==> config.mk <==
export PLATFORM = sky130hd
export DESIGN_NAME = msg_comm_tx_arbiter
export DESIGN_NICKNAME = d
export VERILOG_FILES = /design/src/rtl/msg_comm_pkg.sv /design/src/rtl/msg_comm_rr_pick.sv /design/src/rtl/msg_comm_tx_arbiter.sv
export SDC_FILE = /design/constraint.sdc
export NUM_CORES = 1
export LEC_CHECK = 0
export ABC_AREA = 1
export BUFFER_PORTS_ARGS = -buffer_cell sky130_fd_sc_hd__clkbuf_2
export CORE_AREA = 2 2 98 81
export CTS_CLUSTER_DIAMETER = 50
export CTS_CLUSTER_SIZE = 20
export DETAILED_ROUTE_END_ITERATION = 8
export DIE_AREA = 0 0 100 83
export HOLD_SLACK_MARGIN = 0.05
export PLACE_DENSITY = 0.71
export SYNTH_ARGS = -nofsm -noshare
export SYNTH_HDL_FRONTEND = slang
export SYNTH_SLANG_ARGS = --single-unit
==> constraint.sdc <==
create_clock -name clk -period 3.5 [get_ports clk]
set_input_delay 0.35 -clock clk [delete_from_list [all_inputs] [get_ports clk]]
set_output_delay 0.35 -clock clk [all_outputs]
set_load 0.05 [all_outputs]
==> src/rtl/msg_comm_pkg.sv <==
// Shared types for the message-comm transmit arbiter: FSM states, length limits, header byte format.
// Latency: none (types and a pure function only).
// Backpressure: not applicable.
package msg_comm_pkg;

  typedef enum logic [1:0] {
    ST_IDLE = 2'd0,
    ST_DATA = 2'd1,
    ST_GAP  = 2'd2
  } arb_state_t;

  // Length field width matches the far-end 11-bit receive RAM address space.
  localparam int MSG_LEN_W   = 11;
  localparam int MSG_MAX_LEN = 2045;
  localparam int HDR_SRC_W   = 3;

  // Header byte: reserved zeros above a 3-bit source ID.
  typedef struct packed {
    logic [7-HDR_SRC_W:0] rsvd;
    logic [HDR_SRC_W-1:0] src;
  } hdr_t;

  function automatic logic [7:0] hdr_byte(input logic [HDR_SRC_W-1:0] src);
    hdr_t h;
    h.rsvd = '0;
    h.src  = src;
    return h;
  endfunction

endpackage

==> src/rtl/msg_comm_rr_pick.sv <==
// Round-robin pick: first set request at or after ptr, wrapping modulo N.
// Latency: purely combinational.
// Backpressure: none; the caller decides when to act on the pick.
module msg_comm_rr_pick #(
  parameter int N     = 4,
  parameter int PTR_W = $clog2(N)
) (
  input  logic [N-1:0]     req,
  input  logic [PTR_W-1:0] ptr,
  output logic [PTR_W-1:0] idx,
  output logic             vld
);

  // Scan N positions starting at ptr; the first hit wins.
  always_comb begin
    idx = '0;
    vld = 1'b0;
    for (int k = 0; k < N; k++) begin
      if (!vld && req[(int'(ptr) + k) % N]) begin
        vld = 1'b1;
        idx = PTR_W'((int'(ptr) + k) % N);
      end
    end
  end

endmodule

==> src/rtl/msg_comm_tx_arbiter.sv <==
// Shares one message-comm TX link among REQ_NUM sources; frames each grant as header + payload burst.
// Latency: grant and header one cycle after the decision, payload follows back-to-back, then a GAP_CYCLES idle gap.
// Backpressure: tx_busy_i holds off a new grant (checked in idle and at gap end); no stall inside a burst.
module msg_comm_tx_arbiter
  import msg_comm_pkg::*;
#(
  parameter int REQ_NUM    = 4,
  parameter int MAX_LEN    = MSG_MAX_LEN,
  parameter int GAP_CYCLES = 16
) (
  input  logic                         clk,
  input  logic                         rst_n,
  input  logic [REQ_NUM-1:0]           req_i,
  input  logic [REQ_NUM*MSG_LEN_W-1:0] req_len_i,
  input  logic [REQ_NUM*8-1:0]         src_data_i,
  output logic [REQ_NUM-1:0]           src_rd_o,
  output logic [REQ_NUM-1:0]           gnt_o,
  output logic                         tx_data_vld_o,
  output logic [7:0]                   tx_data_o,
  output logic                         tx_data_last_o,
  input  logic                         tx_busy_i,
  output logic                         err_len_o
);

  localparam int PTR_W = $clog2(REQ_NUM);
  localparam int GAP_W = $clog2(GAP_CYCLES + 1);

  localparam logic [PTR_W-1:0]     LAST_IDX  = PTR_W'(REQ_NUM - 1);
  localparam logic [GAP_W-1:0]     GAP_END   = GAP_W'(GAP_CYCLES - 1);
  localparam logic [MSG_LEN_W-1:0] MAX_LEN_V = MSG_LEN_W'(MAX_LEN);
  localparam logic [MSG_LEN_W-1:0] LEN_ONE   = MSG_LEN_W'(1);
  localparam logic [REQ_NUM-1:0]   ONE_HOT0  = REQ_NUM'(1);

  arb_state_t           state;
  logic [PTR_W-1:0]     rr_ptr;
  logic [PTR_W-1:0]     win_idx;
  logic [MSG_LEN_W-1:0] len_cnt;
  logic [GAP_W-1:0]     gap_cnt;

  logic [PTR_W-1:0]     pick_idx;
  logic                 pick_vld;
  logic [MSG_LEN_W-1:0] pick_len;
  logic                 pick_len_ok;
  logic [PTR_W-1:0]     next_ptr;

  msg_comm_rr_pick #(
    .N     (REQ_NUM),
    .PTR_W (PTR_W)
  ) u_pick (
    .req (req_i),
    .ptr (rr_ptr),
    .idx (pick_idx),
    .vld (pick_vld)
  );

  // Length legality and pointer advance for the current pick.
  always_comb begin
    pick_len    = req_len_i[int'(pick_idx)*MSG_LEN_W +: MSG_LEN_W];
    pick_len_ok = (pick_len != '0) && (pick_len <= MAX_LEN_V);
    next_ptr    = (pick_idx == LAST_IDX) ? '0 : pick_idx + PTR_W'(1);
  end

  // Pop strobe toward the granted source for every payload-fetch cycle.
  always_comb begin
    src_rd_o = '0;
    if (state == ST_DATA) begin
      src_rd_o = ONE_HOT0 << win_idx;
    end
  end

  // Arbitration FSM, counters and registered link-side outputs.
  always_ff @(posedge clk or negedge rst_n) begin
    if (!rst_n) begin
      state          <= ST_IDLE;
      rr_ptr         <= '0;
      win_idx        <= '0;
      len_cnt        <= '0;
      gap_cnt        <= '0;
      gnt_o          <= '0;
      tx_data_vld_o  <= 1'b0;
      tx_data_o      <= 8'h00;
      tx_data_last_o <= 1'b0;
      err_len_o      <= 1'b0;
    end else begin
      err_len_o <= 1'b0;
      case (state)
        ST_IDLE: begin
          if (pick_vld && !tx_busy_i) begin
            win_idx <= pick_idx;
            gnt_o   <= ONE_HOT0 << pick_idx;
            rr_ptr  <= next_ptr;
            gap_cnt <= '0;
            if (pick_len_ok) begin
              len_cnt       <= pick_len;
              tx_data_vld_o <= 1'b1;
              tx_data_o     <= hdr_byte(HDR_SRC_W'(pick_idx));
              state         <= ST_DATA;
            end else begin
              // Bad length: pulse grant and error, move no data, still honour the gap.
              err_len_o <= 1'b1;
              state     <= ST_GAP;
            end
          end
        end
        ST_DATA: begin
          tx_data_o     <= src_data_i[int'(win_idx)*8 +: 8];
          tx_data_vld_o <= 1'b1;
          len_cnt       <= len_cnt - LEN_ONE;
          if (len_cnt == LEN_ONE) begin
            tx_data_last_o <= 1'b1;
            state          <= ST_GAP;
          end
        end
        ST_GAP: begin
          gnt_o          <= '0;
          tx_data_vld_o  <= 1'b0;
          tx_data_last_o <= 1'b0;
          if (gap_cnt != GAP_END) begin
            gap_cnt <= gap_cnt + GAP_W'(1);
          end else if (!tx_busy_i) begin
            state <= ST_IDLE;
          end
        end
        default: state <= ST_IDLE;
      endcase
    end
  end

endmodule

Word level (Yosys, flattened, before mapping)
Cells that the tools add are included.
{ "word_totals": {"regBits": 37, "latch_bits": 0, "mem_bits_rw": 0, "rom_bits": 0, "inputBits": 83, "word_cells": 111, "n_memories": 0} }
{ "classes": {"n_addsub": 6, "multipliers": 1, "div_mod_pow": 0, "magnitude_cmp": 5, "eq_ne": 11, "n_shift": 4, "mux": 46, "bitwise": 3, "reduce_logical": 25} }
{ "ops": {"columns": ["cell", "n"], "rows": [
  ["44-bit by 7-bit indexed part select with 11-bit output", 1],
  ["32-bit by 6-bit indexed part select with 8-bit output", 1],
  ["11-bit two-way mux", 2],
  ["11-bit one-hot mux with 2 select lines", 1],
  ["2-bit two-way mux", 10],
  ["1-bit two-way mux", 17],
  ["8-bit two-way mux", 2],
  ["8-bit one-hot mux with 2 select lines", 1],
  ["3-bit by 4-bit less-than comparator with 1-bit output, second input constant", 3],
  ["11-bit by 1-bit equality test with 1-bit output, second input constant", 1],
  ["11-bit <= comparator, second input constant", 1],
  ["11-bit nonzero test", 1],
  ["11-bit by 1-bit subtractor with 11-bit output, second input constant", 1],
  ["5-bit two-way mux", 2],
  ["2-bit != test, second input constant", 5],
  ["5-bit one-hot mux with 2 select lines", 1],
  ["3-bit AND reduction", 3],
  ["1-bit binary-select mux with 2-bit select", 4],
  ["4-bit two-way mux", 2],
  ["4-bit one-hot mux with 2 select lines", 1],
  ["1-bit by 2-bit left shift with 4-bit output, first input constant", 2],
  ["2-bit by 4-bit multiplier with 6-bit output, second input constant", 1],
  ["2-bit one-hot mux with 3 select lines", 1],
  ["2-bit AND reduction", 3],
  ["other kinds (18)", 34]
]} }

Longest topological paths before layout
Gate-level depths: netlist of run 1.
{ "logic_depth": {"word_depth": 21, "mapped_depth": 24} }

Cells and area by module
From an unflattened synthesis of run 1, not the netlist that was laid out.
{ "hier_totals": {"cells_unflattened": 491, "area_unflattened_um2": 3128.0} }
{ "modules_own_cells": {"columns": ["mod", "instances", "cells_per_inst", "area_per_inst_um2"], "rows": [
  ["msg_comm_tx_arbiter", 1, 432, 2808.9],
  ["msg_comm_rr_pick", 1, 59, 319.1]
]} }

Least setup slack after synthesis of run 1
Ideal clock, no wire load.
{ "synth_timing": {"kind": "reg-to-output", "start": "register state[1]", "end": "output port src_rd_o[0]", "arrival_ps": 2174, "required_ps": 3150, "path_slack_ps": 976, "path_stages_with_launch": 7, "path_buffers": 2, "cell_sequence": "dfrtp_1 -> inv_1 -> ha_1 -> clkbuf_1 -> inv_1 -> clkbuf_1 -> nor3_1"} }
{ "synth_via": {"elab_chain_len": 2} }
{ "synth_rtl": {"columns": ["item", "line", "source"], "rows": [
  ["start: declaration", "msg_comm_tx_arbiter.sv:34", "arb_state_t state;"],
  ["start signal: assignment", "msg_comm_tx_arbiter.sv:74", "state <= ST_IDLE;"],
  ["start signal: assignment", "msg_comm_tx_arbiter.sv:97", "state <= ST_DATA;"],
  ["start signal: assignment", "msg_comm_tx_arbiter.sv:101", "state <= ST_GAP;"],
  ["2-bit by 1-bit equality test with 1-bit output", "msg_comm_tx_arbiter.sv:66", "if (state == ST_DATA) begin"],
  ["4-bit two-way mux", "msg_comm_tx_arbiter.sv:66", null],
  ["end: declaration", "msg_comm_tx_arbiter.sv:16", "output logic [REQ_NUM-1:0] src_rd_o,"]
]} }
Every way passes these cells.

Final worst setup path of run 1
{ "layout_timing": {"start": "register rr_ptr[0]", "end": "register len_cnt[0]"} }
{ "layout_via": {"elab_chain_len": 18, "elab_cells_between_ends": 40} }
{ "layout_rtl": {"columns": ["item", "line", "source"], "rows": [
  ["start: declaration", "msg_comm_tx_arbiter.sv:35", "logic [PTR_W-1:0] rr_ptr;"],
  ["start signal: assignment", "msg_comm_tx_arbiter.sv:91", "rr_ptr <= next_ptr;"],
  ["2-bit by 1-bit adder with 2-bit output / 1-bit binary-select mux with 2-bit select (equally long branches)", "msg_comm_rr_pick.sv:19, msg_comm_rr_pick.sv:21", null],
  ["1-bit binary-select mux with 2-bit select / 1-bit two-way mux (equally long branches)", "msg_comm_rr_pick.sv:19", "if (!vld && req[(int'(ptr) + k) % N]) begin"],
  ["1-bit two-way mux (implied by the code)", "msg_comm_rr_pick.sv:19", null],
  ["1-bit two-way mux (implied by the code) / 1-bit logical NOT (equally long branches)", "msg_comm_rr_pick.sv:19", null],
  ["1-bit logical AND", "msg_comm_rr_pick.sv:19", null],
  ["1-bit two-way mux", "msg_comm_rr_pick.sv:19", null],
  ["1-bit logical NOT", "msg_comm_rr_pick.sv:19", null],
  ["1-bit logical AND", "msg_comm_rr_pick.sv:19", null],
  ["(+2 left out)", null, null],
  ["1-bit logical AND", "msg_comm_rr_pick.sv:19", null],
  ["2-bit two-way mux", "msg_comm_rr_pick.sv:19", null],
  ["2-bit by 4-bit multiplier with 6-bit output", "msg_comm_tx_arbiter.sv:58", "pick_len = req_len_i[int'(pick_idx)*MSG_LEN_W +: MSG_LEN_W];"],
  ["44-bit by 7-bit indexed part select with 11-bit output", "msg_comm_tx_arbiter.sv:58", null],
  ["11-bit <= comparator / 11-bit nonzero test (equally long branches)", "msg_comm_tx_arbiter.sv:59", "pick_len_ok = (pick_len != '0) && (pick_len <= MAX_LEN_V);"],
  ["1-bit logical AND", "msg_comm_tx_arbiter.sv:59", null],
  ["2-bit != test (no source line)", null, null],
  ["3-bit AND reduction (no source line)", null, null],
  ["end signal: assignment", "msg_comm_tx_arbiter.sv:94", "len_cnt <= pick_len;"],
  ["end signal: assignment", "msg_comm_tx_arbiter.sv:108", "len_cnt <= len_cnt - LEN_ONE;"],
  ["end: declaration", "msg_comm_tx_arbiter.sv:37", "logic [MSG_LEN_W-1:0] len_cnt;"]
]} }
Parallel ways exist; a longest one is shown, timed or not. The select of a mux whose other input is x is not followed.
A chain may end at the register's enable or synchronous reset.

==> metrics, run 1 <==
run status completed; r2r endpoint len_cnt[0]; ANT cells 0; CP Class reg2reg; Worst-Skew Late Latency 290 ps; initial DRC count 215; fin. max-slew vios 0; clock sink count 37; number of remaining DRC errors 0; synth unique cells 31; GR Util met3 4.38%; clock root buffer clkbuf_8; # fillers 741; Synth area leaders dfrtp_1 29%, nand2_1 23%, nand3_1 13%, inv_1 6.3%, o21ai_0 4.4%; Final HPWL DP 6810 microns; Core Region 7290 sq um; TritonCTS Buffers 5; Worst path max stage delay 540 ps; PortBufs 101; Most used DFF post-synth dfrtp_1; top post-synthesis cells by count 193 x nand2_1, 86 x nand3_1, 54 x inv_1, 37 x dfrtp_1, 36 x nor2_1; GRT Total Usage 22.1%; final core area utilization 52.4%; share of Yosys cell area claimed by the top area cell type 28.8%; Max-Slew Margin vs Limit 37.8%; cells on worst reg2reg path 20; CP top delay family simple AND/OR/NAND/NOR gates; FFs w/ async S/R, synth 100%; Pwr Density 251 nW/um^2; total of max-cap violations 0; Critical Path Slowest Stage Cell dfrtp_1; GRT busiest layer met2; maximum vdd drop 0.136 mV; WL final 8990 microns; GR Overflow Total 0; WP buf/inv 2; met1 usage 30.7%; largest net degree at the start of global routing 38; Die Y 83 microns; synthesized flop and latch total 37; CP most frequent cell nand2_1; Tcrit/Tclk final 90.1%; initial antenna violation count 0; io pins 102; RSZ-0062 raised after global routing no; initial core utilization 44.1%; met2 Resource Use GR 36.2%; via count 3692; syn nets 619; Worst Path Max Fanout 19; gpl congestion 0.897; share of cells above drive strength 1 20.2%; area grow syn2layout 19.0%; Period minus WS final 3150 ps; Reg clk slew, reported paths 80 ps; largest area contributor in the netlist dfrtp_1; Post-CTS Repair Setup Buffers 0; DR pass1 iterations 6; worst hold slack 186 ps; # rows 28; reg-to-reg slack, setup 350 ps; routed length per instance 12.8 microns; Mapped Area 3210 sq um; DR vias/cell 5.24; Fin. Hold Viols 0; crit end category flip-flop; fmax 0.317 GHz; H-tree depth 2; crit path cell chain inv_2 -> nand2_1 -> nand2_2 -> nand2_1 -> nand2_1 -> nor2_4 -> nand3_2 -> nand3_4 -> buf_4 -> nand2_1 -> nand2_1 -> nand2_1 -> nand2_1 -> nand2_1 -> nor2_1 -> nand3_1 -> nand3_2 -> nand2_4 -> nand2_1 -> nand2_1; die area 8300 sq um; cell area after placement 3730 sq um; top-count cell post-synth nand2_1; Cells after Synth 525; Synthesis Warnings 0; register area share after synthesis 28.8%; Final Instance Area 3820 sq um; clk buf depth 2; Leakage 0.00217 uW; total chip power 959 uW; Syn Area/Cell 6.12 sq um; vias in the first global route 3346; setup TNS 0 ps; Final Setup Violations 0; Die Wd 100 microns; CTS tree done; CP required 3680 ps; Nets 708; crit start category flip-flop; Crit. path cell count 20; Tightest Hold Check Type in2async; first-pass GRT wire length 15300 microns; worst slew pin tran 933 ps; Final Skew 12.0 ps; arrival time at the worst endpoint 3330 ps; Reg2Reg Launch Point rr_ptr[0]; DRT antenna net count 0; Post-synth EDFFs 0
-- repair_timing --
action | CTS | global route
setup endpoints to repair | 0 | 19
resized for setup | 0 | 1
hold buffers | 0 | 0
-- through the flow --
| step | cells | setup slack (ps) |
|---|---|---|
| floorplan | 525 | 976 |
| global placement | 697 | 418 |
| detailed placement | 697 | 278 |
| CTS | 704 | 280 |
| global route | 704 | 14.4 |
| finish | 704 | 348 |
-- area by class of cell --
| type | instances | area [sq um] | area share, % |
|---|---|---|---|
| clock inverters | 1 | 7.51 | 0.196 |
| well taps | 90 | 113 | 2.95 |
| flip-flops and latches | 37 | 926 | 24.2 |
| multi-input cells | 407 | 1940 | 50.7 |
| clock buffers | 6 | 82.6 | 2.16 |
| repair buffers | 106 | 543 | 14.2 |
| inverters | 57 | 214 | 5.60 |
-- worst max path at each step --
| stage | start | end | slack [ps] |
|---|---|---|---|
| finish | rr_ptr[0] | len_cnt[0] | 350 |
| global route | rr_ptr[0] | len_cnt[6] | 10 |
| CTS | rr_ptr[0] | len_cnt[9] | 280 |
| detailed placement | rr_ptr[0] | len_cnt[0] | 280 |
| global placement | rr_ptr[0] | len_cnt[8] | 420 |
| floorplan | state[1] | src_rd_o[0] | 980 |
-- state kept, by name (all words and copies together) (netlist names) --
register / cells
gnt_o: 4
state: 2
tx_data_vld_o: 1
tx_data_o: 8
err_len_o: 1
gap_cnt: 5
tx_data_last_o: 1
win_idx: 2
len_cnt: 11
rr_ptr: 2
-- power breakdown --
group	switching [uW]	leakage, uW	internal [uW]
Sequential	4.77	0.000430	434
Clock	151	0.0000433	156
Combinational	133	0.00169	81.2
Total	288	0.00217	671
-- logic make-up (layout without fill, tap and decap cells) --
| logic type | Yosys count | in the layout | synth area share [%] |
|---|---|---|---|
| AO/OA/AOI/OAI | 60 | 60 | 10.8 |
| buffers and inverters | 81 | 170 | 11.0 |
| adder cells (fa/ha/maj) | 11 | 11 | 4.29 |
| flip-flops | 37 | 37 | 28.8 |
| AND/OR/NAND/NOR | 336 | 336 | 45.1 |
-- worst register-to-register path: cells and delay by family, from the launching register on --
kind | cells | cell delay, ps
DFF | 1 | 540
buffers and inverters | 2 | 400
and+or+nand+nor | 18 | 2100
-- layer usage --
metal,part of all wire [%],up-vias,wire [microns]
li1,-,1875,-
met1,47,1687,4270
met2,46,124,4130
met3,6.0,6,543
met4,0.53,0,48
met5,0,-,0
-- layout by cell type (no fill, tap or decap) --
cell type and count:
nand3b_1 3, nand3_4 1, clkbuf_2 101, a22oi_1 7, dfrtp_1 37, buf_4 5
nand2_2 2, ha_1 11, clkinvlp_4 1, nand3_2 2, a21boi_0 1, o21a_1 2
nand4_1 2, inv_2 3, nor4_1 1, o21bai_1 1, nor3_1 8, nand3_1 86
a31oi_1 9, nor2_1 36, nor2_4 2, inv_1 54, nand2_1 192, nand2_4 1
o22ai_1 1, a21oi_1 7, o31ai_1 1, clkbuf_8 6, a41oi_1 1, o21ai_0 28
o21ai_1 2
(Power assumes the default switching activity.)
==> inputs of run 2 (changes only) <==
--- a/config.mk
+++ b/config.mk
@@ -7,13 +7,13 @@
 export LEC_CHECK = 0
 export ABC_AREA = 1
 export BUFFER_PORTS_ARGS = -buffer_cell sky130_fd_sc_hd__clkbuf_2
-export CORE_AREA = 2 2 98 81
+export CORE_AREA = 2 2 88 90
 export CTS_CLUSTER_DIAMETER = 50
 export CTS_CLUSTER_SIZE = 20
 export DETAILED_ROUTE_END_ITERATION = 8
-export DIE_AREA = 0 0 100 83
+export DIE_AREA = 0 0 90 92
 export HOLD_SLACK_MARGIN = 0.05
-export PLACE_DENSITY = 0.71
+export PLACE_DENSITY_LB_ADDON = 0.25
 export SYNTH_ARGS = -nofsm -noshare
 export SYNTH_HDL_FRONTEND = slang
 export SYNTH_SLANG_ARGS = --single-unit
==> metrics, run 2 (synthesized netlist as in run 1, its figures left out) <==
CP startpoint rr_ptr[0]; io pins 102; Layout Cells excl Fill 719; Tightest Hold Check Type in2async; maximum vdd drop 0.130 mV; Fin. Hold Viols 0; fmax 0.328 GHz; Worst Path Max Fanout 27; Final Skew 7.01 ps; run status completed; cell area after placement 3760 sq um; worst slew pin tran 962 ps; total of max-cap violations 0; clk buf depth 2; fin. max-slew vios 0; number of remaining DRC errors 0; Hold Buf Count CTS 0; Top reg by flops len_cnt; Reg2Reg Launch Point rr_ptr[0]; area grow syn2layout 20.8%; initial core utilization 43.1%; share of cells above drive strength 1 20.6%; DR vias/cell 5.01; Tcrit/Tclk final 87.1%; worst hold slack 186 ps; initial antenna violation count 0; Post-CTS Repair Setup Buffers 0; DR pass1 iterations 4; Period minus WS final 3050 ps; most frequent cells in the layout 192 x nand2_1, 101 x clkbuf_2, 86 x nand3_1; via count 3601; Pwr Density 270 nW/um^2; max reg flops 11; RSZ-0062 raised after global routing no; total chip power 1050 uW; Final Setup Violations 0; Die Y 92 microns; Nets 710; GRT Total Usage 21.4%; commonest non-fill, non-tap cell in the layout nand2_1; gpl congestion 0.912; initial DRC count 254; arrival time at the worst endpoint 3240 ps; ANT cells 0; largest net degree at the start of global routing 38; first-pass GRT wire length 14800 microns; clock root buffer clkbuf_8; die area 8280 sq um; Final Instance Area 3880 sq um; Max-Slew Margin vs Limit 35.9%; clock sink count 37; # rows 32; CP required 3700 ps; TritonCTS Buffers 5; Leakage 0.00219 uW; WL final 8830 microns; Regs by FF count len_cnt (11), tx_data_o (8), gap_cnt (5); vias in the first global route 3263; PortBufs 101; routed length per instance 12.3 microns; crit start category flip-flop; CP Class reg2reg; CTS tree done; DRT antenna net count 0; Placed Instances 711; Core Region 7450 sq um; Reg clk slew, reported paths 80 ps; Final HPWL DP 6850 microns; H-tree depth 2; setup TNS 0 ps; crit end category flip-flop; Die Wd 90 microns; Worst-Skew Late Latency 300 ps; GR Overflow Total 0
-- run 2: cell count changes in the layout (fill, tap and decap cells not counted) --
cell	previous run	this run
buf_4	5	7
bufinv_16	0	1
-- run 2: where the power goes --
part	switching (uW)	internal (uW)	total [uW]	leakage [uW]
clock network	165	232	397	0.0000574
logic	132	81.2	213	0.00170
registers	4.33	434	438	0.000430
total	302	747	1050	0.00219
-- run 2: timing repair --
| action | CTS | global route |
|---|---|---|
| hold endpoints to repair | 0 | 0 |
| gates resized for setup | 0 | 1 |
| endpoints found under the setup margin | 0 | 1 |
-- run 2: stage by stage --
stage / utilization (%) / setup WS [ps]
3_3_place_gp: 50.5 / 483
4_1_cts: 52.1 / 392
6_report: 52.1 / 452
2_1_floorplan: - / 976
3_5_place_dp: 50.5 / 397
5_1_grt: 52.1 / 72.9
-- run 2: path summary, 6_finish.rpt --
path	cells past startpoint	endpoint	slack (ps)
min reg2reg	2	gap_cnt[4]	500
max reg2reg	21	tx_data_vld_o	450
max in group asynchronous	1	len_cnt[6]	2710
min	1	gap_cnt[0]	190
min in group clk	4	err_len_o	420
max	21	tx_data_vld_o	450
-- run 2: area by class of cell --
class	count	area, sq um
Tap cell	102	128
Sequential cell	37	926
Inverter	57	214
Timing Repair Buffer	108	558
Fill cell	806	3570
Clock buffer	6	82.6
Clock inverter	2	37.5
Multi-Input combinational cell	407	1940
-- run 2: routing by layer --
layer	GRT usage, %	part of all wire [%]	wire length (microns)	vias up
met3	2.88	5.2	462	5
met2	34.5	46	4080	100
met1	30.5	48	4220	1615
met5	0	0	0	-
met4	5.00	0.76	67	0
li1	-	-	-	1881
-- run 2: critical path, cell delays in order, from the launching register on --
cell and delay (ps):
dfrtp_1 550, inv_2 170, nand2_1 110, nand2_2 80, nand2_1 100, nand2_1 110
nor2_4 140, nand3_2 120, nand3_4 100, buf_4 270, nand2_1 110, nand2_1 80
nand2_1 50, nand2_1 130, nand2_1 60, nor2_1 90, nand3_1 110, nand3_2 110
buf_4 260, nand2_1 90, nand2_1 60, nand2_1 40
==> inputs of run 3 (changes only) <==
==> constraint.sdc (replaced) <==
create_clock -name clk -period 2.94 [get_ports clk]
set_input_delay 0.294 -clock clk [delete_from_list [all_inputs] [get_ports clk]]
set_output_delay 0.294 -clock clk [all_outputs]
set_load 0.05 [all_outputs]
==> metrics, run 3 (synthesized netlist as in run 1, its figures left out) <==
run status completed; GRT Total Usage 22.0%; initial DRC count 293; Worst Path Max Fanout 22; fin. max-slew vios 0; initial core utilization 43.1%; crit end category flip-flop; Final HPWL DP 7010 microns; Leakage 0.00226 uW; vias in the first global route 3496; Core Region 7450 sq um; Fin. Hold Viols 0; Worst-Skew Late Latency 290 ps; cell area after placement 3790 sq um; Pwr Density 284 nW/um^2; H-tree depth 2; reg-to-reg slack, setup 120 ps; die area 8280 sq um; Reg area 927 sq um; CTS tree done; clk buf depth 2; Die Y 92 microns; # rows 32; multi-input logic area 2060 sq um; via count 3813; Regs by FF count len_cnt (11), tx_data_o (8), gap_cnt (5); first-pass GRT wire length 15300 microns; max reg flops 11; CP Class reg2reg; Period minus WS final 2820 ps; Max-Slew Margin vs Limit 33.5%; DRT antenna net count 0; GR Overflow Total 0; Final Setup Violations 0; r2r endpoint tx_data_o[4]; io pins 102; Top reg by flops len_cnt; ANT cells 0; number of remaining DRC errors 0; Final Instance Area 4100 sq um; total of max-cap violations 0; worst slew pin tran 995 ps; share of cells above drive strength 1 24.8%; crit start category flip-flop; Reg clk slew, reported paths 70 ps; Tightest Hold Check Type in2async; DR vias/cell 5.22; most frequent cells in the layout 184 x nand2_1, 101 x clkbuf_2, 83 x nand3_1; fmax 0.355 GHz; initial antenna violation count 0; CP required 3160 ps; gpl congestion 0.887; Reg2Reg Launch Point rr_ptr[0]; Tcrit/Tclk final 95.9%; clock sink count 37; # fillers 796; final core area utilization 55.0%; arrival time at the worst endpoint 3040 ps; area grow syn2layout 27.6%; Die Wd 90 microns; DR pass1 iterations 5; Nets 722; PortBufs 101; TritonCTS Buffers 5; WL final 9460 microns; routed length per instance 13.0 microns; commonest non-fill, non-tap cell in the layout nand2_1; maximum vdd drop 0.151 mV; Final Skew 4.47 ps; clock root buffer clkbuf_8; largest net degree at the start of global routing 38; cells on worst reg2reg path 18
==> run 3: cell count changes in the layout (fill, tap and decap cells not counted), moves of 3 or more <==
cell     before  now
nand3_1      86   83
nand3_4       1    4
nor2_2        0    3
nand2_1     192  184
nor2_1       36   33
nand2_2       2   10
buf_4         7   10
buf_6         0    3
==> run 3: stage by stage <==
| stage | power [uW] | hold WS (ps) | setup slack [ps] | instances | TNS (ps) |
|---|---|---|---|---|---|
| after floorplan | 686 | -1.59 | 472 | 525 | 0 |
| after global placement | 792 | 465 | 73.8 | 713 | 0 |
| after detailed placement | 794 | 486 | -15.0 | 713 | -54.5 |
| after CTS | 1150 | 169 | 12.4 | 721 | 0 |
| after global routing | 1230 | 214 | -40.9 | 730 | -515 |
| final | 1160 | 136 | 120 | 730 | 0 |
==> run 3: final cells by class <==
class / instances / area share (%)
tap: 102 / 3.11
multi-input combinational: 410 / 50.2
clock buffer: 7 / 2.11
inverter: 57 / 5.40
timing repair buffer: 117 / 16.6
sequential: 37 / 22.6
==> run 3: timing repair <==
item | 4_1_cts | 5_1_grt
gates resized for setup | 1 | 36
cloned | 1 | 3
pin swaps | 0 | 9
hold buffers | 0 | 0
endpoints found under the setup margin | 17 | 28
buffers inserted | 0 | 6
==> run 3: layer usage <==
metal	routed length, microns	vias to the layer above	global-route usage (%)
met4	170	0	7.95
met1	4150	1748	28.8
li1	-	1917	-
met2	4580	128	36.9
met3	564	20	3.53
met5	0	-	0
==> run 3: worst max-delay path by stage <==
stage / cells past startpoint / slack, ps / end / from
after floorplan: 6 / 470 / src_rd_o[0] / state[1]
after global placement: 20 / 70 / len_cnt[10] / rr_ptr[0]
after detailed placement: 19 / -10 / len_cnt[4] / rr_ptr[0]
after CTS: 19 / 10 / len_cnt[4] / rr_ptr[0]
after global routing: 20 / -40 / len_cnt[10] / rr_ptr[0]
final: 18 / 120 / tx_data_o[4] / rr_ptr[0]
==> run 3: power breakdown <==
group	internal, uW	leakage (uW)	switching (uW)
sequential	516	0.000430	5.49
combinational	112	0.00179	170
clock	186	0.0000443	175
total	814	0.00226	350
==> run 3: worst max-delay path: stages, from the launching register on <==
cell	delay, ps
dfrtp_2	460
buf_4	180
nand2_1	50
nand2_1	110
nand2_1	90
nand2_1	80
nor2_4	130
nand3_2	150
buf_4	250
nand3_1	110
nand2_1	80
o21ai_2	180
nand2_1	100
nor2_2	130
nand3_4	120
nand3_4	200
clkbuf_16	180
nand3_1	60
nand2_1	100
